`src/rtl/acc_seq_pkg.sv`:
```
// Shared types and constants for the accumulation-phase sequencer.
package acc_seq_pkg;

    typedef enum logic [2:0] {
        IDLE,
        CLEAR,
        READ,
        DRAIN,
        RELU,
        EMIT,
        FIN
    } state_t;

    localparam int unsigned K_DEF     = 3;
    localparam int unsigned OUT_W_DEF = 8;
    localparam int unsigned OUT_H_DEF = 8;
    localparam int unsigned KK        = K_DEF * K_DEF;
    localparam int unsigned N_OUT     = OUT_W_DEF * OUT_H_DEF;

    localparam int unsigned ACC_BIT   = 33;
    localparam int unsigned CENP_BIT  = 32;
    localparam int unsigned WENP_BIT  = 31;
    localparam int unsigned APMEM_MSB = 30;
    localparam int unsigned APMEM_LSB = 20;
    localparam int unsigned RELU_BIT  = 5;

endpackage

```
`src/rtl/acc_addr_gen.sv`:
```
// Psum address generator: kernel (ki/kj) and output-pixel (orow/ocol) counters
// plus the address adder, no divider.
module acc_addr_gen
    import acc_seq_pkg::*;
#(
    parameter int unsigned OUT_W     = OUT_W_DEF,
    parameter int unsigned OUT_H     = OUT_H_DEF,
    parameter int unsigned IN_W      = 10,
    parameter int unsigned K         = K_DEF,
    parameter int unsigned LEN_NIJ   = 100,
    parameter int unsigned PSUM_BASE = 0,
    parameter int unsigned ADDR_BW   = 11
) (
    input  logic                               clk_i,
    input  logic                               rst_ni,
    input  logic                               clr_i,
    input  logic                               step_i,
    input  logic                               next_out_i,
    output logic [ADDR_BW-1:0]                 a_pmem_o,
    output logic                               last_kij_o,
    output logic                               last_out_o,
    output logic [$clog2(OUT_W*OUT_H)-1:0]     out_idx_o
);

    localparam int unsigned KW = (K > 1) ? $clog2(K) : 1;
    localparam int unsigned CW = (OUT_W > 1) ? $clog2(OUT_W) : 1;
    localparam int unsigned RW = (OUT_H > 1) ? $clog2(OUT_H) : 1;
    localparam int unsigned IW = $clog2(OUT_W * OUT_H);

    logic [KW-1:0]      ki_q, ki_d, kj_q, kj_d;
    logic [CW-1:0]      ocol_q, ocol_d;
    logic [RW-1:0]      orow_q, orow_d;
    logic [ADDR_BW-1:0] off_q, off_d;
    logic [IW-1:0]      idx_q, idx_d;

    always_comb begin
        ki_d   = ki_q;
        kj_d   = kj_q;
        off_d  = off_q;
        ocol_d = ocol_q;
        orow_d = orow_q;
        idx_d  = idx_q;
        if (clr_i) begin
            ki_d   = '0;
            kj_d   = '0;
            off_d  = '0;
            ocol_d = '0;
            orow_d = '0;
            idx_d  = '0;
        end else begin
            // off_q tracks kij*LEN_NIJ modulo 2^ADDR_BW
            if (step_i) begin
                if (kj_q == KW'(K - 1)) begin
                    kj_d = '0;
                    if (ki_q == KW'(K - 1)) begin
                        ki_d  = '0;
                        off_d = '0;
                    end else begin
                        ki_d  = ki_q + KW'(1);
                        off_d = off_q + ADDR_BW'(LEN_NIJ);
                    end
                end else begin
                    kj_d  = kj_q + KW'(1);
                    off_d = off_q + ADDR_BW'(LEN_NIJ);
                end
            end
            if (next_out_i) begin
                idx_d = idx_q + IW'(1);
                if (ocol_q == CW'(OUT_W - 1)) begin
                    ocol_d = '0;
                    orow_d = orow_q + RW'(1);
                end else begin
                    ocol_d = ocol_q + CW'(1);
                end
            end
        end
    end

    always_ff @(posedge clk_i or negedge rst_ni) begin
        if (!rst_ni) begin
            ki_q   <= '0;
            kj_q   <= '0;
            off_q  <= '0;
            ocol_q <= '0;
            orow_q <= '0;
            idx_q  <= '0;
        end else begin
            ki_q   <= ki_d;
            kj_q   <= kj_d;
            off_q  <= off_d;
            ocol_q <= ocol_d;
            orow_q <= orow_d;
            idx_q  <= idx_d;
        end
    end

    always_comb begin
        a_pmem_o = ADDR_BW'(PSUM_BASE) + off_q
                 + ADDR_BW'((32'(orow_q) + 32'(ki_q)) * IN_W)
                 + ADDR_BW'(ocol_q) + ADDR_BW'(kj_q);
    end

    assign last_kij_o = (ki_q == KW'(K - 1)) && (kj_q == KW'(K - 1));
    assign last_out_o = (orow_q == RW'(OUT_H - 1)) && (ocol_q == CW'(OUT_W - 1));
    assign out_idx_o  = idx_q;

endmodule

```
`src/rtl/acc_sequencer.sv`:
```
// Accumulation-phase sequencer: per output pixel reads the K*K psums, pulses acc/relu
// and flags the result. Define ACC_SEQ_PERF_EN to add the perf_cycles busy counter.
module acc_sequencer
    import acc_seq_pkg::*;
#(
    parameter int unsigned OUT_W     = OUT_W_DEF,
    parameter int unsigned OUT_H     = OUT_H_DEF,
    parameter int unsigned IN_W      = 10,
    parameter int unsigned K         = K_DEF,
    parameter int unsigned LEN_NIJ   = 100,
    parameter int unsigned PSUM_BASE = 0,
    parameter int unsigned ADDR_BW   = 11
) (
    input  logic                           clk,
    input  logic                           reset,
    input  logic                           start,
    input  logic                           abort,
    output logic                           busy,
    output logic                           done,
    output logic                           acc,
    output logic                           CEN_pmem,
    output logic                           WEN_pmem,
    output logic [ADDR_BW-1:0]             A_pmem,
    output logic                           relu,
    output logic                           sfp_clr,
    output logic                           out_valid,
    output logic [$clog2(OUT_W*OUT_H)-1:0] out_idx
`ifdef ACC_SEQ_PERF_EN
    ,
    output logic [15:0]                    perf_cycles
`endif
);

    localparam int unsigned IW = $clog2(OUT_W * OUT_H);

    state_t             state_q, state_d;
    logic               busy_q, busy_d, done_q, done_d;
    logic               cen_q, cen_d, acc_q, acc_d;
    logic               relu_q, relu_d, clr_q, clr_d, vld_q, vld_d;
    logic               last_rd_q, last_rd_d;
    logic [ADDR_BW-1:0] addr_q, addr_d, gen_addr;
    logic [IW-1:0]      idx_q, idx_d, gen_idx;
    logic               gen_last_kij, gen_last_out;
    logic               step, next_out, gen_clr;

    acc_addr_gen #(
        .OUT_W    (OUT_W),
        .OUT_H    (OUT_H),
        .IN_W     (IN_W),
        .K        (K),
        .LEN_NIJ  (LEN_NIJ),
        .PSUM_BASE(PSUM_BASE),
        .ADDR_BW  (ADDR_BW)
    ) u_addr_gen (
        .clk_i     (clk),
        .rst_ni    (reset),
        .clr_i     (gen_clr),
        .step_i    (step),
        .next_out_i(next_out),
        .a_pmem_o  (gen_addr),
        .last_kij_o(gen_last_kij),
        .last_out_o(gen_last_out),
        .out_idx_o (gen_idx)
    );

    always_comb begin
        state_d = state_q;
        case (state_q)
            IDLE:    if (start && !abort) state_d = CLEAR;
            CLEAR:   state_d = READ;
            READ:    if (last_rd_q) state_d = DRAIN;
            DRAIN:   state_d = RELU;
            RELU:    state_d = EMIT;
            EMIT:    state_d = gen_last_out ? FIN : CLEAR;
            FIN:     state_d = IDLE;
            default: state_d = IDLE;
        endcase
        if (abort) state_d = IDLE;

        // Outputs are registered from the next state; the generator is stepped as each
        // address is loaded, so last_rd_q marks the READ cycle that carries the final kij.
        step      = (state_d == READ);
        next_out  = (state_q == EMIT) && (state_d == CLEAR);
        gen_clr   = (state_d == IDLE);
        last_rd_d = step && gen_last_kij;

        busy_d = (state_d inside {CLEAR, READ, DRAIN, RELU, EMIT});
        done_d = (state_d == FIN);
        cen_d  = (state_d != READ);
        acc_d  = !cen_q && (state_d != IDLE);
        relu_d = (state_d == RELU);
        clr_d  = (state_d == CLEAR);
        vld_d  = (state_d == EMIT);
        addr_d = step ? gen_addr : '0;
        idx_d  = vld_d ? gen_idx : idx_q;
    end

    always_ff @(posedge clk or negedge reset) begin
        if (!reset) begin
            state_q   <= IDLE;
            busy_q    <= 1'b0;
            done_q    <= 1'b0;
            cen_q     <= 1'b1;
            acc_q     <= 1'b0;
            relu_q    <= 1'b0;
            clr_q     <= 1'b0;
            vld_q     <= 1'b0;
            last_rd_q <= 1'b0;
            addr_q    <= '0;
            idx_q     <= '0;
        end else begin
            state_q   <= state_d;
            busy_q    <= busy_d;
            done_q    <= done_d;
            cen_q     <= cen_d;
            acc_q     <= acc_d;
            relu_q    <= relu_d;
            clr_q     <= clr_d;
            vld_q     <= vld_d;
            last_rd_q <= last_rd_d;
            addr_q    <= addr_d;
            idx_q     <= idx_d;
        end
    end

    assign busy      = busy_q;
    assign done      = done_q;
    assign acc       = acc_q;
    assign CEN_pmem  = cen_q;
    assign WEN_pmem  = 1'b1;
    assign A_pmem    = addr_q;
    assign relu      = relu_q;
    assign sfp_clr   = clr_q;
    assign out_valid = vld_q;
    assign out_idx   = idx_q;

`ifdef ACC_SEQ_PERF_EN
    logic [15:0] perf_q, perf_d;

    // Counts every non-IDLE cycle, including FIN and the cycle abort is seen.
    always_comb begin
        perf_d = perf_q;
        if (state_q == IDLE) begin
            if (start && !abort) perf_d = '0;
        end else if (perf_q != '1) begin
            perf_d = perf_q + 16'd1;
        end
    end

    always_ff @(posedge clk or negedge reset) begin
        if (!reset) perf_q <= '0;
        else        perf_q <= perf_d;
    end

    assign perf_cycles = perf_q;
`endif

endmodule
```
`config.mk`:
```
export PLATFORM = sky130hd
export DESIGN_NAME = acc_sequencer
export DESIGN_NICKNAME = d
export VERILOG_FILES = /design/src/rtl/acc_seq_pkg.sv /design/src/rtl/acc_addr_gen.sv /design/src/rtl/acc_sequencer.sv
export SDC_FILE = /design/constraint.sdc
export NUM_CORES = 1
export LEC_CHECK = 0
export CORE_MARGIN = 1.5
export CORE_UTILIZATION = 61
export CTS_CLUSTER_SIZE = 10
export DETAILED_ROUTE_END_ITERATION = 10
export PLACE_DENSITY = 0.94
export SLEW_MARGIN = 25
export SYNTH_ARGS = -nofsm -noshare
export SYNTH_HDL_FRONTEND = slang
export SYNTH_SLANG_ARGS = --single-unit
```
`constraint.sdc`:
```
create_clock -name clk -period 6.38 [get_ports clk]
set_input_delay 1.276 -clock clk [delete_from_list [all_inputs] [get_ports clk]]
set_output_delay 1.276 -clock clk [all_outputs]
set_load 0.01 [all_outputs]
```
Word level (Yosys, flattened, before mapping) --
Cells that the tools add are included.
Cells by class: equal/unequal tests 16, mux-type cells 25, reductions and logical operators 18, $mul 1, add/sub/neg operators 10
Operators by type and width (number):
- $mux 11 | 5
- $mul 32x3->10 const B | 1
- $mux 3 | 10
- $eq 3x3->1 const B | 7
- $pmux 3 s6 | 1
- $mux 2 | 7
- $eq 3x2->1 const B | 4
- $mux 6 | 2
- $add 11x11->11 | 1
- $add 11x2->11 | 1
- $add 11x3->11 | 1
- $add 11x7->11 const B | 1
- $reduce_bool 2->1 | 4
- $add 3x1->3 const B | 2
- $add 6x1->6 const B | 1
- $eq 3x1->1 const B | 2
- $logic_and 1x1->1 | 6
- $logic_not 3->1 | 2
- $reduce_bool 5->1 | 1
- $add 2x1->2 const B | 2
- $add 3x2->4 | 1
- $eq 2x2->1 const B | 2
- $reduce_and 2->1 | 2
- $ne 3x2->1 const B | 1
- 2 further kinds | 3
Storage, ports and cells: logic and storage cells 87, output and inout bits 25, input bits 4, flip-flop bits (word level) 55

Depth between registers and ports, before layout --
depth after elaboration 9, depth in mapped cells 16, depth with buffers taken out 16

Cells and area by module --
A second synthesis with hierarchy kept.
Second synthesis, totals: cells, all modules 294, area, all modules 3125.5 µm²
By module, submodules not included:
- acc_addr_gen | cells each 205, instances 1, sequential area each 625.6 µm², area an instance 1953.1 µm²
- acc_sequencer | cells each 89, instances 1, sequential area each 701.9 µm², area an instance 1172.4 µm²

Least setup slack after synthesis --
No wires, ideal clock.
path type reg2reg, start point register u_addr_gen.orow_q[0], end point register addr_q[9], in the netlist A_pmem[9], clock period less this slack 3.676 ns, data required time 6.259 ns, path buffers 0, cell stages (with the launch flop) 16, arrival 3.554 ns, slack 2.704 ns, setup time 0.121 ns, cell sequence dfrtp_1 > ha_1 > fa_1 > xor2_1 > ha_1 > ha_1 > ha_1 > a21oi_1 > xor2_1 > ha_1 > ha_1 > a211o_1 > or2_2 > o22ai_1 > xor2_1 > nor2_1
On the way: longest elaborated chain between the ends 7, elaborated cells between the ends (all ways) 12, classes of those cells 4 x add/sub; 1 x mul; 2 x eq/ne; 4 x mux; 1 x reduce/logical
RTL lines:
- start: declaration | RTL line acc_addr_gen.sv:32 | logic [RW-1:0] orow_q, orow_d;
- start signal: assignment | RTL line acc_addr_gen.sv:92 | orow_q <= orow_d;
- parallel branches: the longest is 6 deep, another holds $mul 32x3->10
- $mux 11 (*) | RTL line acc_sequencer.sv:94 | addr_d = step ? gen_addr : '0;
- named net addr_d[9] | RTL line acc_sequencer.sv:41 | logic [ADDR_BW-1:0] addr_q, addr_d, gen_addr;
- end signal: assignment | RTL line acc_sequencer.sv:121 | addr_q <= addr_d;
- end: declaration | RTL line acc_sequencer.sv:41
Mark *: on every way through the listed nets, which the timed path passes. A chain may end at the register's enable or synchronous reset.

Worst setup path in the final report --
start point register u_addr_gen.ki_q[1], end point register addr_q[9], in the netlist A_pmem[9]
On the way: longest elaborated chain between the ends 6
RTL lines:
- start: declaration | RTL line acc_addr_gen.sv:30 | logic [KW-1:0] ki_q, ki_d, kj_q, kj_d;
- start signal: assignment | RTL line acc_addr_gen.sv:88 | ki_q <= ki_d;
- $add 3x2->4 | RTL line acc_addr_gen.sv:99 | + ADDR_BW'((32'(orow_q) + 32'(ki_q)) * IN_W)
- $mul 32x3->10 | RTL line acc_addr_gen.sv:99
- $add 11x11->11 | RTL line acc_addr_gen.sv:99
- $add 11x3->11 | RTL line acc_addr_gen.sv:100 | + ADDR_BW'(ocol_q) + ADDR_BW'(kj_q);
- $add 11x2->11 | RTL line acc_addr_gen.sv:100
- $mux 11 | RTL line acc_sequencer.sv:94
- named net addr_d[9] | RTL line acc_sequencer.sv:41
The timed path passes the listed nets, and every way through them passes these cells.

==> out/results.ini <==
[status]
status = finished clean

[cts]
clkTransAtPathRegs_ns = 0.09
cts-root-buf = clkbuf_8
cts_tree = yes
postCtsSetupRepairBufs = 0
cts_buffers = 5
cts_buffer_depth = 2
cts_sinks = 53
h-tree-depth = 2
clock_latency_ns = 0.31
cts_hold_buf = 0
cts_resized = 0

[die]
ios = 29
chipHeight_um = 73
initial_core_util_pct = 63.3
die-width_um = 73
coreArea_mm2 = 0.00472
design.die.area_mm2 = 0.00533
rows = 25

[finish]
areaGrowthSynthToFinish_pct = 13.5
diodes = 0
finalNetCount = 349
design_area_mm2 = 0.00339
finalNonFillerCells = 383
drive_gt1_share_pct = 8.23
post-route-util_pct = 71.8

[drt]
wire_per_inst_um = 16.5
drt_wl_total_um = 6310
viasPerCell = 5.96
vias = 2281
drc = 0
drt_iter0_drc = 208
drtAntennaViolNets = 0
dr.pass1.iters = 4

[power_and_ir_drop]
p_switching_mw = 0.167
p_leak_nw = 1.64
p_per_area_mw_per_mm2 = 194
seq_power_share_pct = 54.1
netSwitchingFraction_pct = 25.4
p_int_mw = 0.490
vdd_drop_max_uv = 89.1
combPwrFrac_pct = 11.2
pwr-share-clk_pct = 34.7

[critical_path]
path_max_fanout = 7
path_class = register to register
cp-end-kind = register
crit_required_ns = 6.57
cp-start-kind = register
critical_path_arrival_ns = 4.18

[timing]
slew_violations = 0
post-route-min-period_ns = 3.99
skew_ns = 0.00684
timing.slew.headroom_pct = 56.3
rsz0062_at_grt = false
fmax_ghz = 0.251
finalHoldViolations = 0
setup_viol = 0
final.setup.tns_ns = 0
tightest_slew_ns = 0.652
fin_crit_sh_pct = 62.5

[synth]
synth.distinct_cells = 54
ys_top_cells_by_area = dfrtp_1, ha_1, a21oi_1
syn_area_mm2 = 0.00299
synthArstFlopShare_pct = 100
yosys_warnings = 0
synth_top_area_cell = dfrtp_1
synthesis.nets = 324
syn_inst = 290
synth_edf_count = 0
synth_ff_type = dfrtp_1
yosysMostFrequentCell = dfrtp_1
ys_seq_area_share_pct = 44.4
synth-seq-cells = 53
syn_area_per_cell_um2 = 10.3
synth_commonest_cells = dfrtp_1, nor2_1, nand2_1, a21oi_1, ha_1
synth_top_area_share_pct = 43.5

[flow_run]
cap_violations = 0

[grt]
grt_first_pass_wirelength_um = 10300
grt_use_total_pct = 24.8
antenna_found_initial = 0
grt_overflow = 0
grt_pass1_vias = 2303
grt_max_degree = 54

[placed_design]
placed_area_mm2 = 0.00328
io_buffers = 27
place_congestion = 0.886
dp_cells = 375
hpwl_um = 4290

[worst_hold_path]
hold_path.class = register to register

per-stage QoR:
stage	hold slack (ns)	setup WS [ns]	total power, mW
2_1_floorplan	0.490	2.70	0.411
3_3_place_gp	0.471	2.59	0.430
3_5_place_dp	0.489	2.47	0.434
4_1_cts	0.521	2.43	0.659
5_1_grt	0.537	2.11	0.679
6_report	0.518	2.39	0.657
final timing paths:
path / from / to / slack [ns] / cells after the start
min in group asynchronous: reset / A_pmem[8] / 0.98 / 1
min: out_idx[2] / out_idx[2] / 0.52 / 1
max reg2reg: u_addr_gen.ki_q[1] / A_pmem[9] / 2.39 / 16
max: u_addr_gen.ki_q[1] / A_pmem[9] / 2.39 / 16
min reg2reg: out_idx[2] / out_idx[2] / 0.52 / 1
max in group asynchronous: reset / A_pmem[2] / 4.97 / 1
flip-flops by register name, summed over array words and instances, names as in the netlist, 2 cells and up:
signal,cells
u_addr_gen.orow_q,3
u_addr_gen.kj_q,2
u_addr_gen.out_idx_o,6
out_idx,6
u_addr_gen.ki_q,2
A_pmem,11
u_addr_gen.off_q,9
u_addr_gen.ocol_q,3
state_q,3
power groups by stage:
stage               Clock, mW  Combinational (mW)  Sequential (mW)
global placement            0              0.0692            0.361
CTS                     0.230              0.0736            0.355
floorplan                   0              0.0539            0.357
detailed placement          0              0.0725            0.362
global route            0.242              0.0806            0.357
finish                  0.228              0.0736            0.356
critical path, cell delays in order (launching register included):
cell and delay (ns):
dfrtp_1 0.47, ha_1 0.30, a21o_1 0.19, nand2_1 0.12, inv_1 0.07, ha_1 0.31, ha_1 0.24, ha_1 0.19
a21oi_1 0.15, xor2_1 0.17, ha_1 0.26, ha_1 0.38, a211o_1 0.34, or2_2 0.28, o22ai_1 0.18, xor2_1 0.16
nor2_1 0.05
layout make-up:
type                    instances  area [um2]
multi-input cells             220        1570
fillers                       304        1330
flip-flops and latches         53        1330
clock inverters                 2        38.8
clock buffers                   6        72.6
inverters                       8        30.0
repair buffers                 27         268
well taps                      67        83.8
metal layers:
metal / share of wire (%) / GRT usage, % / routed length, um / vias to the layer above
li1: - / - / - / 1062
met1: 42 / 31.1 / 2680 / 1136
met2: 51 / 43.1 / 3230 / 72
met3: 4.8 / 3.04 / 300 / 11
met4: 1.6 / 10.3 / 102 / 0
met5: 0 / 0 / 0 / -
cells by family after synthesis:
family,count (synthesis),synth area share [%]
AND/OR/NAND/NOR,105,18.9
AO/OA/AOI/OAI,62,13.3
flip-flops,53,44.4
adder cells (fa/ha/maj),30,13.3
buffers and inverters,17,2.97
XOR/XNOR,15,4.39
multiplexers,7,2.60
other,1,0.125
cells in the final DEF, fill, tap and decap left out, types with 4 or more instances in the layout:
master | Yosys | layout
nand2_1 | 28 | 28
clkdlybuf4s50_1 | 0 | 26
o21ai_0 | 9 | 9
dfrtp_1 | 52 | 52
xnor2_1 | 4 | 4
nor2_1 | 31 | 31
inv_1 | 7 | 7
mux2_2 | 6 | 6
clkbuf_8 | 0 | 5
nor3_1 | 7 | 7
xor2_1 | 11 | 11
a21oi_1 | 27 | 27
nand4_1 | 4 | 4
ha_1 | 27 | 27
a21o_1 | 6 | 6
No activity file was read; power rests on OpenSTA's default activity.
